`src/rtl/trap_commit_pkg.sv`:
```
// trap_commit_pkg
// Shared types and constants for the commit stage and its machine trap CSRs.
// Contents:
//   trap_state_t : commit FSM states (IDLE, TRAP_SAVE, TRAP_JUMP)
//   CSR_*        : machine-mode CSR addresses served by the CSR port
//   MSTATUS_*    : bit positions of the implemented mstatus fields
//   ex_type_t    : 4-bit exception codes carried on res_ex
package trap_commit_pkg;

  typedef enum logic [1:0] {
    IDLE      = 2'd0,
    TRAP_SAVE = 2'd1,
    TRAP_JUMP = 2'd2
  } trap_state_t;

  localparam logic [11:0] CSR_MSTATUS = 12'h300;
  localparam logic [11:0] CSR_MTVEC   = 12'h305;
  localparam logic [11:0] CSR_MEPC    = 12'h341;
  localparam logic [11:0] CSR_MCAUSE  = 12'h342;
  localparam logic [11:0] CSR_MTVAL   = 12'h343;

  localparam int MSTATUS_MIE_BIT  = 3;
  localparam int MSTATUS_MPIE_BIT = 7;

  typedef enum logic [3:0] {
    EX_INSTR_MISALIGNED = 4'd0,
    EX_ILLEGAL_INSTR    = 4'd2,
    EX_BREAKPOINT       = 4'd3,
    EX_M_ECALL          = 4'd11
  } ex_type_t;

endpackage

```
`src/rtl/trap_commit_if.sv`:
```
// trap_commit_if
// Bundles everything the commit stage exchanges with its neighbours:
//   res_*      : exec_result handshake from the execute units (res_ready back)
//   rf_*       : register-file write port driven by commit
//   redirect_* : fetch redirect / upstream flush driven by commit
//   csr_*      : CSR read/write port used by the CSR instruction unit
// Modports:
//   master : the upstream side (execute units, CSR unit, register file, fetch)
//   slave  : the commit stage itself
interface trap_commit_if #(
  parameter int XLEN = 32
);

  logic            res_valid;
  logic            res_ready;
  logic [XLEN-1:0] res_pc;
  logic [4:0]      res_rd_idx;
  logic [XLEN-1:0] res_rd_val;
  logic            res_br_valid;
  logic [XLEN-1:0] res_br_target;
  logic            res_ex_valid;
  logic [3:0]      res_ex;
  logic [XLEN-1:0] res_ex_tval;
  logic            res_ret_valid;

  logic            rf_we;
  logic [4:0]      rf_idx;
  logic [XLEN-1:0] rf_data;

  logic            redirect_valid;
  logic [XLEN-1:0] redirect_pc;

  logic            csr_we;
  logic [11:0]     csr_addr;
  logic [XLEN-1:0] csr_wdata;
  logic [XLEN-1:0] csr_rdata;

  modport master (
    output res_valid, res_pc, res_rd_idx, res_rd_val, res_br_valid,
           res_br_target, res_ex_valid, res_ex, res_ex_tval, res_ret_valid,
           csr_we, csr_addr, csr_wdata,
    input  res_ready, rf_we, rf_idx, rf_data, redirect_valid, redirect_pc,
           csr_rdata
  );

  modport slave (
    input  res_valid, res_pc, res_rd_idx, res_rd_val, res_br_valid,
           res_br_target, res_ex_valid, res_ex, res_ex_tval, res_ret_valid,
           csr_we, csr_addr, csr_wdata,
    output res_ready, rf_we, rf_idx, rf_data, redirect_valid, redirect_pc,
           csr_rdata
  );

endinterface

```
`src/rtl/trap_commit_csrs.sv`:
```
// m_trap_csrs
// Storage for the machine trap CSRs (mstatus.MIE/MPIE, mtvec, mepc, mcause,
// mtval) with the read mux and the arbitration between the CSR port, the
// trap-save update and the MRET mstatus update.
// Ports:
//   clk, rst        : clock, synchronous active-high reset
//   csr_we_i        : CSR write strobe, already qualified by the commit FSM
//   csr_addr_i      : CSR address for both read and write
//   csr_wdata_i     : CSR write data
//   csr_rdata_o     : combinational read of csr_addr_i
//   trap_save_i     : capture save_* into mepc/mcause/mtval and stack MIE
//   save_pc_i       : pc of the trapping instruction
//   save_cause_i    : zero-extended cause
//   save_tval_i     : trap value
//   mret_i          : MRET committing this cycle
//   mtvec_o, mepc_o : current trap vector base and exception pc
module m_trap_csrs
  import trap_commit_pkg::*;
#(
  parameter int              XLEN        = 32,
  parameter logic [XLEN-1:0] RESET_MTVEC = '0
) (
  input  logic            clk,
  input  logic            rst,
  input  logic            csr_we_i,
  input  logic [11:0]     csr_addr_i,
  input  logic [XLEN-1:0] csr_wdata_i,
  output logic [XLEN-1:0] csr_rdata_o,
  input  logic            trap_save_i,
  input  logic [XLEN-1:0] save_pc_i,
  input  logic [XLEN-1:0] save_cause_i,
  input  logic [XLEN-1:0] save_tval_i,
  input  logic            mret_i,
  output logic [XLEN-1:0] mtvec_o,
  output logic [XLEN-1:0] mepc_o
);

  localparam logic [XLEN-1:0] LOW2_MASK = {{(XLEN-2){1'b1}}, 2'b00};

  logic            mie_q, mie_d;
  logic            mpie_q, mpie_d;
  logic [XLEN-1:0] mtvec_q, mtvec_d;
  logic [XLEN-1:0] mepc_q, mepc_d;
  logic [XLEN-1:0] mcause_q, mcause_d;
  logic [XLEN-1:0] mtval_q, mtval_d;

  // Next-state arbitration. The CSR port is applied first, then the trap
  // save, then MRET, so that a later source overrides an earlier one when
  // they touch the same field. The FSM never raises csr_we_i and
  // trap_save_i together, so only the MRET-over-mstatus-write case really
  // collides. mtvec and mepc keep bits [1:0] cleared in storage so that the
  // read mux and the redirect path can use them directly.
  always_comb begin
    mie_d    = mie_q;
    mpie_d   = mpie_q;
    mtvec_d  = mtvec_q;
    mepc_d   = mepc_q;
    mcause_d = mcause_q;
    mtval_d  = mtval_q;

    if (csr_we_i) begin
      case (csr_addr_i)
        CSR_MSTATUS: begin
          mie_d  = csr_wdata_i[MSTATUS_MIE_BIT];
          mpie_d = csr_wdata_i[MSTATUS_MPIE_BIT];
        end
        CSR_MTVEC:  mtvec_d  = csr_wdata_i & LOW2_MASK;
        CSR_MEPC:   mepc_d   = csr_wdata_i & LOW2_MASK;
        CSR_MCAUSE: mcause_d = csr_wdata_i;
        CSR_MTVAL:  mtval_d  = csr_wdata_i;
        default: ;
      endcase
    end

    if (trap_save_i) begin
      mepc_d   = save_pc_i & LOW2_MASK;
      mcause_d = save_cause_i;
      mtval_d  = save_tval_i;
      mpie_d   = mie_q;
      mie_d    = 1'b0;
    end

    if (mret_i) begin
      mie_d  = mpie_q;
      mpie_d = 1'b1;
    end
  end

  // CSR registers with synchronous reset; mtvec comes up at the configured
  // vector, everything else at zero.
  always_ff @(posedge clk) begin
    if (rst) begin
      mie_q    <= 1'b0;
      mpie_q   <= 1'b0;
      mtvec_q  <= RESET_MTVEC & LOW2_MASK;
      mepc_q   <= '0;
      mcause_q <= '0;
      mtval_q  <= '0;
    end else begin
      mie_q    <= mie_d;
      mpie_q   <= mpie_d;
      mtvec_q  <= mtvec_d;
      mepc_q   <= mepc_d;
      mcause_q <= mcause_d;
      mtval_q  <= mtval_d;
    end
  end

  // Combinational read mux. mstatus only exposes MIE and MPIE; unmapped
  // addresses read as zero.
  always_comb begin
    csr_rdata_o = '0;
    case (csr_addr_i)
      CSR_MSTATUS: begin
        csr_rdata_o[MSTATUS_MIE_BIT]  = mie_q;
        csr_rdata_o[MSTATUS_MPIE_BIT] = mpie_q;
      end
      CSR_MTVEC:  csr_rdata_o = mtvec_q;
      CSR_MEPC:   csr_rdata_o = mepc_q;
      CSR_MCAUSE: csr_rdata_o = mcause_q;
      CSR_MTVAL:  csr_rdata_o = mtval_q;
      default: ;
    endcase
  end

  assign mtvec_o = mtvec_q;
  assign mepc_o  = mepc_q;

endmodule

```
`src/rtl/trap_commit.sv`:
```
// trap_commit
// Commit stage behind the misc/ALU execute units. Accepts one exec_result
// per handshake in IDLE and either commits it (register write plus optional
// branch redirect), takes a trap (save CSRs, then redirect to mtvec) or
// executes MRET (restore mstatus, redirect to mepc).
// Ports:
//   clk : clock
//   rst : synchronous active-high reset
//   bus : trap_commit_if.slave carrying the exec_result handshake, the
//         register-file write port, the fetch redirect and the CSR port
module trap_commit
  import trap_commit_pkg::*;
#(
  parameter int              XLEN        = 32,
  parameter logic [XLEN-1:0] RESET_MTVEC = 32'h0000_0000
) (
  input  logic         clk,
  input  logic         rst,
  trap_commit_if.slave bus
);

  trap_state_t     state_q, state_d;
  logic [XLEN-1:0] pc_q, pc_d;
  logic [XLEN-1:0] cause_q, cause_d;
  logic [XLEN-1:0] tval_q, tval_d;

  logic            rf_we_q, rf_we_d;
  logic [4:0]      rf_idx_q, rf_idx_d;
  logic [XLEN-1:0] rf_data_q, rf_data_d;
  logic            redir_valid_q, redir_valid_d;
  logic [XLEN-1:0] redir_pc_q, redir_pc_d;

  logic            accept;
  logic            misaligned;
  logic            take_trap;
  logic            take_mret;
  logic            csr_we_ok;
  logic [XLEN-1:0] mtvec;
  logic [XLEN-1:0] mepc;

  // Accept classification. A taken control transfer to a non-word-aligned
  // target is treated exactly like a raised exception, so it also outranks
  // MRET. CSR writes are only honoured while the FSM is idle.
  assign accept     = bus.res_valid && (state_q == IDLE);
  assign misaligned = bus.res_br_valid && (bus.res_br_target[1:0] != 2'b00);
  assign take_trap  = accept && (bus.res_ex_valid || misaligned);
  assign take_mret  = accept && !take_trap && bus.res_ret_valid;
  assign csr_we_ok  = bus.csr_we && (state_q == IDLE);

  m_trap_csrs #(
    .XLEN        (XLEN),
    .RESET_MTVEC (RESET_MTVEC)
  ) u_csrs (
    .clk          (clk),
    .rst          (rst),
    .csr_we_i     (csr_we_ok),
    .csr_addr_i   (bus.csr_addr),
    .csr_wdata_i  (bus.csr_wdata),
    .csr_rdata_o  (bus.csr_rdata),
    .trap_save_i  (state_q == TRAP_SAVE),
    .save_pc_i    (pc_q),
    .save_cause_i (cause_q),
    .save_tval_i  (tval_q),
    .mret_i       (take_mret),
    .mtvec_o      (mtvec),
    .mepc_o       (mepc)
  );

  // FSM next state and commit outputs. All outputs are registered, so
  // whatever is decided here shows up in the following cycle: one cycle
  // after accept for normal results and MRET, and for traps the redirect is
  // scheduled while in TRAP_SAVE so it is visible during TRAP_JUMP, two
  // cycles after accept. The pulse outputs default to zero every cycle.
  // MRET reads mepc before any same-cycle CSR write has landed.
  always_comb begin
    state_d       = state_q;
    pc_d          = pc_q;
    cause_d       = cause_q;
    tval_d        = tval_q;
    rf_we_d       = 1'b0;
    rf_idx_d      = rf_idx_q;
    rf_data_d     = rf_data_q;
    redir_valid_d = 1'b0;
    redir_pc_d    = redir_pc_q;

    case (state_q)
      IDLE: begin
        if (take_trap) begin
          state_d = TRAP_SAVE;
          pc_d    = bus.res_pc;
          if (bus.res_ex_valid) begin
            cause_d = {{(XLEN-4){1'b0}}, bus.res_ex};
            tval_d  = bus.res_ex_tval;
          end else begin
            cause_d = {{(XLEN-4){1'b0}}, EX_INSTR_MISALIGNED};
            tval_d  = bus.res_br_target;
          end
        end else if (take_mret) begin
          redir_valid_d = 1'b1;
          redir_pc_d    = mepc;
        end else if (accept) begin
          rf_we_d   = (bus.res_rd_idx != 5'd0);
          rf_idx_d  = bus.res_rd_idx;
          rf_data_d = bus.res_rd_val;
          if (bus.res_br_valid) begin
            redir_valid_d = 1'b1;
            redir_pc_d    = bus.res_br_target;
          end
        end
      end
      TRAP_SAVE: begin
        state_d       = TRAP_JUMP;
        redir_valid_d = 1'b1;
        redir_pc_d    = mtvec;
      end
      TRAP_JUMP: begin
        state_d = IDLE;
      end
      default: begin
        state_d = IDLE;
      end
    endcase
  end

  // State and output registers. Reset clears any in-flight trap sequence
  // together with the pending outputs, so an abandoned trap never redirects.
  always_ff @(posedge clk) begin
    if (rst) begin
      state_q       <= IDLE;
      pc_q          <= '0;
      cause_q       <= '0;
      tval_q        <= '0;
      rf_we_q       <= 1'b0;
      rf_idx_q      <= '0;
      rf_data_q     <= '0;
      redir_valid_q <= 1'b0;
      redir_pc_q    <= '0;
    end else begin
      state_q       <= state_d;
      pc_q          <= pc_d;
      cause_q       <= cause_d;
      tval_q        <= tval_d;
      rf_we_q       <= rf_we_d;
      rf_idx_q      <= rf_idx_d;
      rf_data_q     <= rf_data_d;
      redir_valid_q <= redir_valid_d;
      redir_pc_q    <= redir_pc_d;
    end
  end

  assign bus.res_ready      = (state_q == IDLE);
  assign bus.rf_we          = rf_we_q;
  assign bus.rf_idx         = rf_idx_q;
  assign bus.rf_data        = rf_data_q;
  assign bus.redirect_valid = redir_valid_q;
  assign bus.redirect_pc    = redir_pc_q;

endmodule

```
`src/flat_wrapper.sv`:
```
// flat-port wrapper written by rule: the top's interface ports become plain ports
module trap_commit_flat import trap_commit_pkg::*;
#(
  parameter int              XLEN        = 32,
  parameter logic [XLEN-1:0] RESET_MTVEC = 32'h0000_0000
)
  (clk, rst, bus_res_valid, bus_res_pc, bus_res_rd_idx, bus_res_rd_val, bus_res_br_valid, bus_res_br_target, bus_res_ex_valid, bus_res_ex, bus_res_ex_tval, bus_res_ret_valid, bus_csr_we, bus_csr_addr, bus_csr_wdata, bus_res_ready, bus_rf_we, bus_rf_idx, bus_rf_data, bus_redirect_valid, bus_redirect_pc, bus_csr_rdata);
  trap_commit_if #(.XLEN(XLEN)) bus_i ();
  input  logic clk;
  input  logic rst;
  input wire logic [$bits(bus_i.res_valid)-1:0] bus_res_valid;
  input wire logic [$bits(bus_i.res_pc)-1:0] bus_res_pc;
  input wire logic [$bits(bus_i.res_rd_idx)-1:0] bus_res_rd_idx;
  input wire logic [$bits(bus_i.res_rd_val)-1:0] bus_res_rd_val;
  input wire logic [$bits(bus_i.res_br_valid)-1:0] bus_res_br_valid;
  input wire logic [$bits(bus_i.res_br_target)-1:0] bus_res_br_target;
  input wire logic [$bits(bus_i.res_ex_valid)-1:0] bus_res_ex_valid;
  input wire logic [$bits(bus_i.res_ex)-1:0] bus_res_ex;
  input wire logic [$bits(bus_i.res_ex_tval)-1:0] bus_res_ex_tval;
  input wire logic [$bits(bus_i.res_ret_valid)-1:0] bus_res_ret_valid;
  input wire logic [$bits(bus_i.csr_we)-1:0] bus_csr_we;
  input wire logic [$bits(bus_i.csr_addr)-1:0] bus_csr_addr;
  input wire logic [$bits(bus_i.csr_wdata)-1:0] bus_csr_wdata;
  output wire logic [$bits(bus_i.res_ready)-1:0] bus_res_ready;
  output wire logic [$bits(bus_i.rf_we)-1:0] bus_rf_we;
  output wire logic [$bits(bus_i.rf_idx)-1:0] bus_rf_idx;
  output wire logic [$bits(bus_i.rf_data)-1:0] bus_rf_data;
  output wire logic [$bits(bus_i.redirect_valid)-1:0] bus_redirect_valid;
  output wire logic [$bits(bus_i.redirect_pc)-1:0] bus_redirect_pc;
  output wire logic [$bits(bus_i.csr_rdata)-1:0] bus_csr_rdata;
  assign bus_i.res_valid = bus_res_valid;
  assign bus_i.res_pc = bus_res_pc;
  assign bus_i.res_rd_idx = bus_res_rd_idx;
  assign bus_i.res_rd_val = bus_res_rd_val;
  assign bus_i.res_br_valid = bus_res_br_valid;
  assign bus_i.res_br_target = bus_res_br_target;
  assign bus_i.res_ex_valid = bus_res_ex_valid;
  assign bus_i.res_ex = bus_res_ex;
  assign bus_i.res_ex_tval = bus_res_ex_tval;
  assign bus_i.res_ret_valid = bus_res_ret_valid;
  assign bus_i.csr_we = bus_csr_we;
  assign bus_i.csr_addr = bus_csr_addr;
  assign bus_i.csr_wdata = bus_csr_wdata;
  assign bus_res_ready = bus_i.res_ready;
  assign bus_rf_we = bus_i.rf_we;
  assign bus_rf_idx = bus_i.rf_idx;
  assign bus_rf_data = bus_i.rf_data;
  assign bus_redirect_valid = bus_i.redirect_valid;
  assign bus_redirect_pc = bus_i.redirect_pc;
  assign bus_csr_rdata = bus_i.csr_rdata;
  trap_commit #(.XLEN(XLEN), .RESET_MTVEC(RESET_MTVEC)) u_core (.clk(clk), .rst(rst), .bus(bus_i));
endmodule
```
`config.mk`:
```
export PLATFORM = sky130hd
export DESIGN_NAME = trap_commit_flat
export DESIGN_NICKNAME = d
export VERILOG_FILES = /design/src/rtl/trap_commit_pkg.sv /design/src/rtl/trap_commit_if.sv /design/src/rtl/trap_commit_csrs.sv /design/src/rtl/trap_commit.sv /design/src/flat_wrapper.sv
export SDC_FILE = /design/constraint.sdc
export NUM_CORES = 1
export LEC_CHECK = 0
export ABC_AREA = 1
export CORE_MARGIN = 2
export CORE_UTILIZATION = 64
export DETAILED_ROUTE_END_ITERATION = 10
export DONT_BUFFER_PORTS = 1
export PLACE_DENSITY_LB_ADDON = 0.25
export SYNTH_ARGS = -nofsm -noshare
export SYNTH_HDL_FRONTEND = slang
export SYNTH_SLANG_ARGS = --single-unit
```
`constraint.sdc`:
```
create_clock -name clk -period 2.35 [get_ports clk]
set_input_delay 0.47 -clock clk [delete_from_list [all_inputs] [get_ports clk]]
set_output_delay 0.47 -clock clk [all_outputs]
set_load 0.03 [all_outputs]
```
# Word-level counts from Yosys, hierarchy flattened

Cells that the tools add are included.

Flip-flop bits (word level): 295
Bits of input ports: 188

Bitwise operators: 4
Muxes and demuxes: 36
Eq/ne operators: 10
Reductions and logical operators: 27

Operators by type and width:

| cell                                                                    | number |
|---|---|
| 32-bit two-way mux                                                      | 14 |
| 24-bit case mux with 4 select lines                                     | 1 |
| 32-bit case mux with 2 select lines                                     | 1 |
| 12-bit by 10-bit equality test with 1-bit output, second input constant | 5 |
| 3-bit case mux with 4 select lines                                      | 2 |
| 1-bit two-way mux                                                       | 12 |
| 2-bit AND reduction                                                     | 6 |
| 2-bit nonzero test                                                      | 6 |
| 1-bit case mux with 5 select lines                                      | 2 |
| 4-bit AND reduction                                                     | 2 |
| 1-bit logical AND                                                       | 6 |
| 3-bit nonzero test                                                      | 2 |
| 5-bit nonzero test                                                      | 1 |
| 5-bit OR reduction                                                      | 1 |
| 4-bit two-way mux                                                       | 1 |
| 1-bit inverter                                                          | 4 |
| 2-bit case mux with 2 select lines                                      | 1 |
| 3-bit by 1-bit inequality test with 1-bit output, second input constant | 1 |
| 3-bit by 2-bit inequality test with 1-bit output, second input constant | 1 |
| 2-bit by 1-bit equality test with 1-bit output, second input constant   | 1 |
| 2-bit zero test                                                         | 1 |
| 2-bit two-way mux                                                       | 1 |
| 2-bit by 1-bit inequality test with 1-bit output, second input constant | 1 |
| 2-bit inequality test, second input constant                            | 1 |
| other kinds (3)                                                         | 3 |

# Logic depth before layout (Yosys ltp)

Gate-level depths: netlist of the first run.

Depth after elaboration: 10
Mapped depth: 11
Depth with buffers taken out: 10

# By module

From an unflattened synthesis of the first run, not the netlist that was laid out.

Cell total of the unflattened synthesis: 2139
Area, all modules: 13753.2 µm²

Modules (own cells, without submodules):

| module      | seq. area each (µm²) | times used | area each (µm²) | cells an instance |
|---|---|---|---|---|
| trap_commit | 2822.7               | 1          | 6882.9          | 1015 |
| m_trap_csrs | 2522.4               | 1          | 6870.3          | 1124 |

# Worst setup path after synthesis of the first run

OpenSTA, ideal clock, no wires.

Path type: input -> output
Start: input bus_csr_addr[2]
End: output bus_csr_rdata[3]
Stages on the path: 10
Required time: 1.880 ns
Path buffers: 1
Path slack: 0.010 ns
Arrival: 1.870 ns
Cell sequence: inv_1 nand2_4 nor2_4 inv_1 nor2_4 buf_2 nand4_1 nand2_1 nor2_1 nor2_1

Word-level cells in the longest chain between the ends: 2
Elaborated cells between the ends (all ways): 6
Classes of those cells: eq/ne (5); mux (1)

RTL lines:

| item                                             | RTL line                | text |
|---|---|---|
| start: declaration                               | flat_wrapper.sv:22      | `input wire logic [$bits(bus_i.csr_addr)-1:0] bus_csr_addr;` |
| 12-bit by 10-bit equality test with 1-bit output | trap_commit_csrs.sv:113 | `case (csr_addr_i)` |
| 1-bit case mux with 5 select lines (*)           | trap_commit_csrs.sv:113 |  |
| end: declaration                                 | flat_wrapper.sv:30      | `output wire logic [$bits(bus_i.csr_rdata)-1:0] bus_csr_rdata;` |

Every way passes the cells marked *; elsewhere a longest branch is shown, timed or not.

# Worst setup path in the final report of the first run

Start: input bus_csr_addr[2]
End: output bus_csr_rdata[28]

Word-level cells in the longest chain between the ends: 2
Elaborated cells between the ends (all ways): 5
Classes of those cells: eq/ne (4); mux (1)

RTL lines:

| item                                             | RTL line |
|---|---|
| 12-bit by 10-bit equality test with 1-bit output | trap_commit_csrs.sv:113 |
| 24-bit case mux with 4 select lines (*)          | trap_commit_csrs.sv:113 |

Marks and branches as above.

==> summary.md, run 1 <==
| Metric | Value |
|---|---|
| Final Hold Vio Count | 0 |
| Post-layout min period | 2.34 ns |
| LEAKAGE | 5.79 nW |
| Max layer used | met5 |
| DP Cell Count | 2083 |
| First-pass GRT wire length | 66100 µm |
| Maximum fanout along the worst path | 5 |
| Slew headroom | 52.9% |
| Worst Hold Endpoint | u_core.cause_q[0] |
| Commonest non-fill, non-tap cell in the layout | nand2_1 |
| Wl on met1 | 15400 µm |
| # clock sinks | 265 |
| Fmax | 428 MHz |
| Post-synth top area share | 41.7% |
| Met3 Wirelength | 6000 µm |
| Drt initial violations | 1780 |
| WL per Instance | 20.1 µm |
| CTS tree | done |
| Routed vias | 13.4k |
| Worst skew pair latency | 0.54 ns |
| Final Core Density | 74.1% |
| Vias in the first global route | 12.6k |
| Number of port buffers | 0 |
| DRC | 0 |
| Crit share post-route | 99.5% |
| Routed Antenna Nets | 0 |
| Outcome | complete, no violations |
| Final Non-Filler Cells | 2137 |
| R2R setup slack | 0.34 ns |
| CP Capture Type | output pin |
| Hold crit path type | in -> reg |
| CTS Buf Count | 27 |
| Hold_sp | rst |
| Clock tree buffer depth | 3 |
| Avg Inst Size Synth | 6.80 µm² |
| Most frequent cells in the layout | nand2_1, nand3_1, dfxtp_1, a21oi_1, inv_1 |
| Req. time, crit path | 1.88 ns |
| Share of layout cells above drive strength 1 | 9.73% |
| Hold Path Stages | 1 |
| Worst setup path class | in -> out |
| Starting Density | 65.3% |
| Worst flop-to-flop path startpoint | u_core.state_q[0] |
| Root Driver | clkbuf_16 |
| H-tree Lvls | 1 |
| I/O Pins | 292 |
| RePlAce Congestion | 0.909 |
| Fin Clk Skew | 0.00570 ns |
| Yosys top cell by area | dfxtp_1 |
| Vias/cell | 6.26 |
| Pin count of the biggest net entering global routing | 104 |
| Synth top area cells | dfxtp_1, nand3_1, nand2_1 |
| Hold slack | 0.00811 ns |
| Syn Std Cell Area | 12700 µm² |
| Final setup viols | 0 |
| R2r worst-path depth | 9 |
| Least-Margin Pin Slew | 0.706 ns |
| Seq cells post-synth | 265 |
| Total power | 10.4 mW |
| Die width | 145 µm |
| Nets | 2041 |
| Tot GR Track Use | 38.7% |
| RR Endpoint | u_core.u_csrs.mie_q |
| Maximum vdd drop | 0.000708 V |
| Post-Syn Instances | 1870 |
| Row cnt | 51 |
| DR pass1 iterations | 6 |
| Post-synthesis sequential area ratio | 41.7% |
| Synth cell types | 31 |
| DR WL met2 | 19300 µm |
| CTS clk-pin slew, worst paths | 0.06 ns |
| Total of warnings raised by yosys | 0 |
| Post-DP HPWL | 28100 µm |
| Core box area | 19500 µm² |
| Slew Viols, Final | 0 |
| Critical Path AT | 1.87 ns |
| DIE AREA | 21000 µm² |
| Die Y | 145 µm |
| Startpoint type of the worst setup path | input port |
| Total global routing overflow | 0 |
| Area grow syn2layout | 13.4% |
| Routed wire length | 42900 µm |
| Power Density | 723 nW/µm² |
| Max-cap violation count | 0 |
| Syn_nets | 2058 |
| Initial antenna violation count | 7 |
routing by layer:
layer / track usage [%] / up-vias
met5: 0 / -
met4: 18.2 / 10
met3: 13.4 / 193
met2: 60.6 / 897
met1: 47.9 / 6087
li1: - / 6182
sequential cells by signal, summed over array words and instances (netlist names), 2 cells and up:
| register | count |
|---|---|
| u_core.u_csrs.mtvec_o | 30 |
| u_core.u_csrs.mepc_o | 30 |
| u_core.u_csrs.mcause_q | 32 |
| u_core.state_q | 2 |
| u_core.u_csrs.mtval_q | 32 |
| u_core.bus.rf_idx | 5 |
| u_core.tval_q | 32 |
| u_core.bus.rf_data | 32 |
| u_core.pc_q | 30 |
| u_core.cause_q | 4 |
| u_core.bus.redirect_pc | 32 |
per-stage QoR:
stage / worst slack (ns) / instance area (µm²) / setup TNS (ns)
after floorplan: 0.0101 / 12700 / 0
after CTS: 0.0486 / 14300 / 0
after global placement: 0.0403 / 13400 / 0
final: 0.0123 / 14400 / 0
after global routing: -0.0316 / 14400 / -0.0335
after detailed placement: -0.0179 / 13400 / -0.0179
Yosys cell counts, drive strengths merged:
cell type,n
nand2,358
nand3,273
dfxtp,265
a21oi,208
inv,174
nor2,157
o21ai,155
clkbuf,102
buf,49
nand4,49
a31oi,33
o2111ai,16
o21a,14
nand3b,7
clkinv,4
nor3,4
a311oi,1
o211ai,1
where the power goes:
group / internal, mW / total (mW) / switching, mW
Combinational: 0.351 / 1.07 / 0.718
Clock: 2.57 / 4.36 / 1.79
Sequential: 4.70 / 4.98 / 0.282
worst max-delay path, cell delays in order:
cell and delay, ns:
clkinvlp_4 0.12, buf_4 0.18, nor3_4 0.24, nand2_4 0.14, buf_4 0.20, o21ai_0 0.15
nand3b_1 0.21, buf_12 0.15
final cells by class:
class | instances | area [µm²]
antenna | 2 | 5.00
fill | 1586 | 5050
clock buffer | 41 | 808
inverter | 178 | 683
clock inverter | 5 | 78.8
timing repair buffer | 105 | 1080
sequential | 265 | 5310
tap | 265 | 332
multi-input combinational | 1276 | 6120
cell families (layout without fill, tap and decap cells):
| logic type | count (synthesis) | after routing | share of synthesized area (%) |
|---|---|---|---|
| and+or+nand+nor | 848 | 848 | 29.7 |
| AOI/OAI and AO/OA | 428 | 428 | 18.1 |
| buffers and inverters | 329 | 329 | 10.5 |
| DFF | 265 | 265 | 41.7 |
| other | 0 | 2 | 0 |
how the worst max path moves through the flow:
stage                startpoint           endpoint  slack [ns]
2_1_floorplan   bus_csr_addr[2]   bus_csr_rdata[3]        0.01
3_3_place_gp    bus_csr_addr[5]  bus_csr_rdata[30]        0.04
3_5_place_dp    bus_csr_addr[5]  bus_csr_rdata[30]       -0.02
4_1_cts         bus_csr_addr[2]  bus_csr_rdata[22]        0.05
5_1_grt        bus_csr_addr[11]  bus_csr_rdata[11]       -0.03
6_report        bus_csr_addr[2]  bus_csr_rdata[28]        0.01
what timing repair did:
| action | 4_1_cts | 5_1_grt |
|---|---|---|
| pin swaps | 0 | 1 |
| gates cloned | 0 | 1 |
| endpoints found under the setup margin | 1 | 25 |
| endpoints found under the hold margin | 0 | 2 |
| hold buffers | 0 | 2 |
| setup buffers | 0 | 3 |
| resized for setup | 1 | 12 |
Power figures use the tool's default switching activity.
==> run 2, diff against run 1 <==
- CAP_MARGIN: not set -> 20
==> results of run 2 <==
Final layout, timing and power as in run 1 (identical DEF).
==> run 3, diff against run 2 <==
- PLACE_DENSITY: not set -> 0.8
- PLACE_DENSITY_LB_ADDON: 0.25 -> not set
==> summary.md, run 3 (synthesis results as in run 1) <==
| Metric | Value |
|---|---|
| First-pass GRT wire length | 65200 µm (-1.4%) |
| Worst Hold Endpoint | u_core.u_csrs.mtval_q[29] |
| Final setup TNS | 0 ns (unchanged) |
| Crit share post-route | 99.0% (-0.43 points) |
| Routed wire length | 41800 µm (-2.6%) |
| Tot GR Track Use | 38.1% (-0.57 points) |
| CP Capture Type | output pin |
| Hold slack | -0.00282 ns (-0.0109 ns) |
| Maximum fanout along the worst path | 5 (unchanged) |
| Slew headroom | 56.6% (+3.8 points) |
| # clock sinks | 265 (unchanged) |
| Outcome | finished, violations left |
| WL per Instance | 19.6 µm (-2.4%) |
| Total global routing overflow | 0 (unchanged) |
| Final Core Density | 73.9% (-0.19 points) |
| Max-cap violation count | 0 (unchanged) |
| Pin count of the biggest net entering global routing | 107 (+2.9%) |
| Vias in the first global route | 12.3k (-2.7%) |
| Area after DPL | 13400 µm² (+0.15%) |
| Hold crit path type | in -> reg |
| Unrepaired setup endpoints after global routing | true |
| Fin Clk Skew | 0.00681 ns (+0.00111 ns) |
| Fmax | 430 MHz (+0.43%) |
| Worst skew pair latency | 0.54 ns (about the same) |
| Vias/cell | 6.18 (-1.2%) |
| Die Y | 145 µm (unchanged) |
| DRC | 0 (unchanged) |
| Core box area | 19500 µm² (unchanged) |
| Area grow syn2layout | 13.1% |
| Final Hold Vio Count | 2 (+2) |
| Die width | 145 µm (unchanged) |
| Hold_sp | rst |
| CTS tree | done |
| Maximum vdd drop | 0.000666 V (-5.9%) |
| Post-layout min period | 2.33 ns (-0.0100 ns) |
| Hold Path Stages | 1 (unchanged) |
| Least-Margin Pin Slew | 0.649 ns (-0.0567 ns) |
| Routed Antenna Nets | 0 (unchanged) |
| Critical Path AT | 1.86 ns (about the same) |
| RR Endpoint | u_core.bus.redirect_pc[27] |
| DIE AREA | 21000 µm² (unchanged) |
| Total power | 10.4 mW (-0.20%) |
| Clock tree buffer depth | 3 (unchanged) |
| DR pass1 iterations | 6 (unchanged) |
| DP Cell Count | 2084 (+0.048%) |
| Routed vias | 13.2k (-1.4%) |
| R2r worst-path depth | 8 (-1) |
| Final setup viols | 0 (unchanged) |
| Violated checks | hold timing |
| Initial antenna violation count | 4 (-3) |
| Most frequent cells in the layout | nand2_1, nand3_1, dfxtp_1, a21oi_1, inv_1 |
| Number of port buffers | 0 (unchanged) |
| Starting Density | 65.3% (unchanged) |
| Root Driver | clkbuf_16 |
| Post-DP HPWL | 27900 µm (-0.51%) |
| LEAKAGE | 5.79 nW (about the same) |
| CTS clk-pin slew, worst paths | 0.06 ns (about the same) |
| H-tree Lvls | 1 (unchanged) |
| Commonest non-fill, non-tap cell in the layout | nand2_1 |
| Slew Viols, Final | 0 (unchanged) |
| Drt initial violations | 1542 (-13%) |
| Worst flop-to-flop path startpoint | u_core.state_q[0] |
| Share of layout cells above drive strength 1 | 9.53% (-0.20 points) |
| Req. time, crit path | 1.88 ns (about the same) |
| CTS Buf Count | 28 (+3.7%) |
| I/O Pins | 292 (unchanged) |
| Power Density | 723 nW/µm² (about the same) |
| Worst setup path class | in -> out |
| R2R setup slack | 0.42 ns (+0.08 ns) |
| Fill cell total of the finished layout | 1558 (-1.8%) |
| Final Non-Filler Cells | 2133 (-0.19%) |
| Design area | 14400 µm² (-0.26%) |
| RePlAce Congestion | 0.899 (-1.1%) |
| Nets | 2039 (-0.098%) |
| Startpoint type of the worst setup path | input port |
| Row cnt | 51 (unchanged) |
-- run 3: report_power, final --
part	internal, mW	switching [mW]	leakage, nW
Sequential	4.70	0.283	2.16
Clock	2.58	1.78	0.449
Combinational	0.352	0.700	3.18
Total	7.64	2.76	5.79
-- run 3: stage by stage --
| stage | hold WS [ns] | worst slack [ns] |
|---|---|---|
| after floorplan | 0.425 | 0.0101 |
| after global placement | 0.438 | -0.00274 |
| after detailed placement | 0.444 | -0.0204 |
| after CTS | 0.000908 | 0.0759 |
| after global routing | 0.00156 | -0.0160 |
| final | -0.00282 | 0.0224 |
-- run 3: final cells by class --
cell class	instances	area, µm²	area share, %
Timing Repair Buffer	102	1040	7.24
Clock buffer	41	851	5.92
Sequential cell	265	5310	36.9
Multi-Input combinational cell	1276	6120	42.6
Tap cell	265	332	2.31
Inverter	178	673	4.68
Clock inverter	5	50.0	0.348
Antenna cell	1	2.50	0.0174
-- run 3: how the worst max path moves through the flow --
stage                           from           endpoint  cells past startpoint
CTS                  bus_csr_addr[2]  bus_csr_rdata[16]                     11
detailed placement   bus_csr_addr[2]  bus_csr_rdata[16]                     11
floorplan            bus_csr_addr[2]   bus_csr_rdata[3]                     10
global placement     bus_csr_addr[2]  bus_csr_rdata[16]                     11
finish               bus_csr_addr[2]   bus_csr_rdata[2]                     11
global route        bus_csr_addr[11]   bus_csr_rdata[8]                     11
-- run 3: critical path: stages --
cell and delay [ns]:
inv_1 0.11, nand2_4 0.11, nor2_4 0.10, inv_1 0.07, nor2_4 0.13, nand2_2 0.09, nor2_4 0.25, buf_4 0.17
nand2_1 0.05, nand3b_1 0.16, buf_12 0.14
-- run 3: repair_timing --
action / CTS / global route
buffers inserted: 0 / 0
endpoints found under the hold margin: 3 / 2
hold buffers: 1 / 1
gates resized for setup: 1 / 7
pin swaps: 0 / 3
setup endpoints to repair: 4 / 19
-- run 3: metal layers --
metal | GRT usage (%) | routed length, µm
met1 | 50.2 | 16000
met2 | 60.4 | 18800
met3 | 10.6 | 5630
met4 | 13.2 | 1340
met5 | 0 | 28
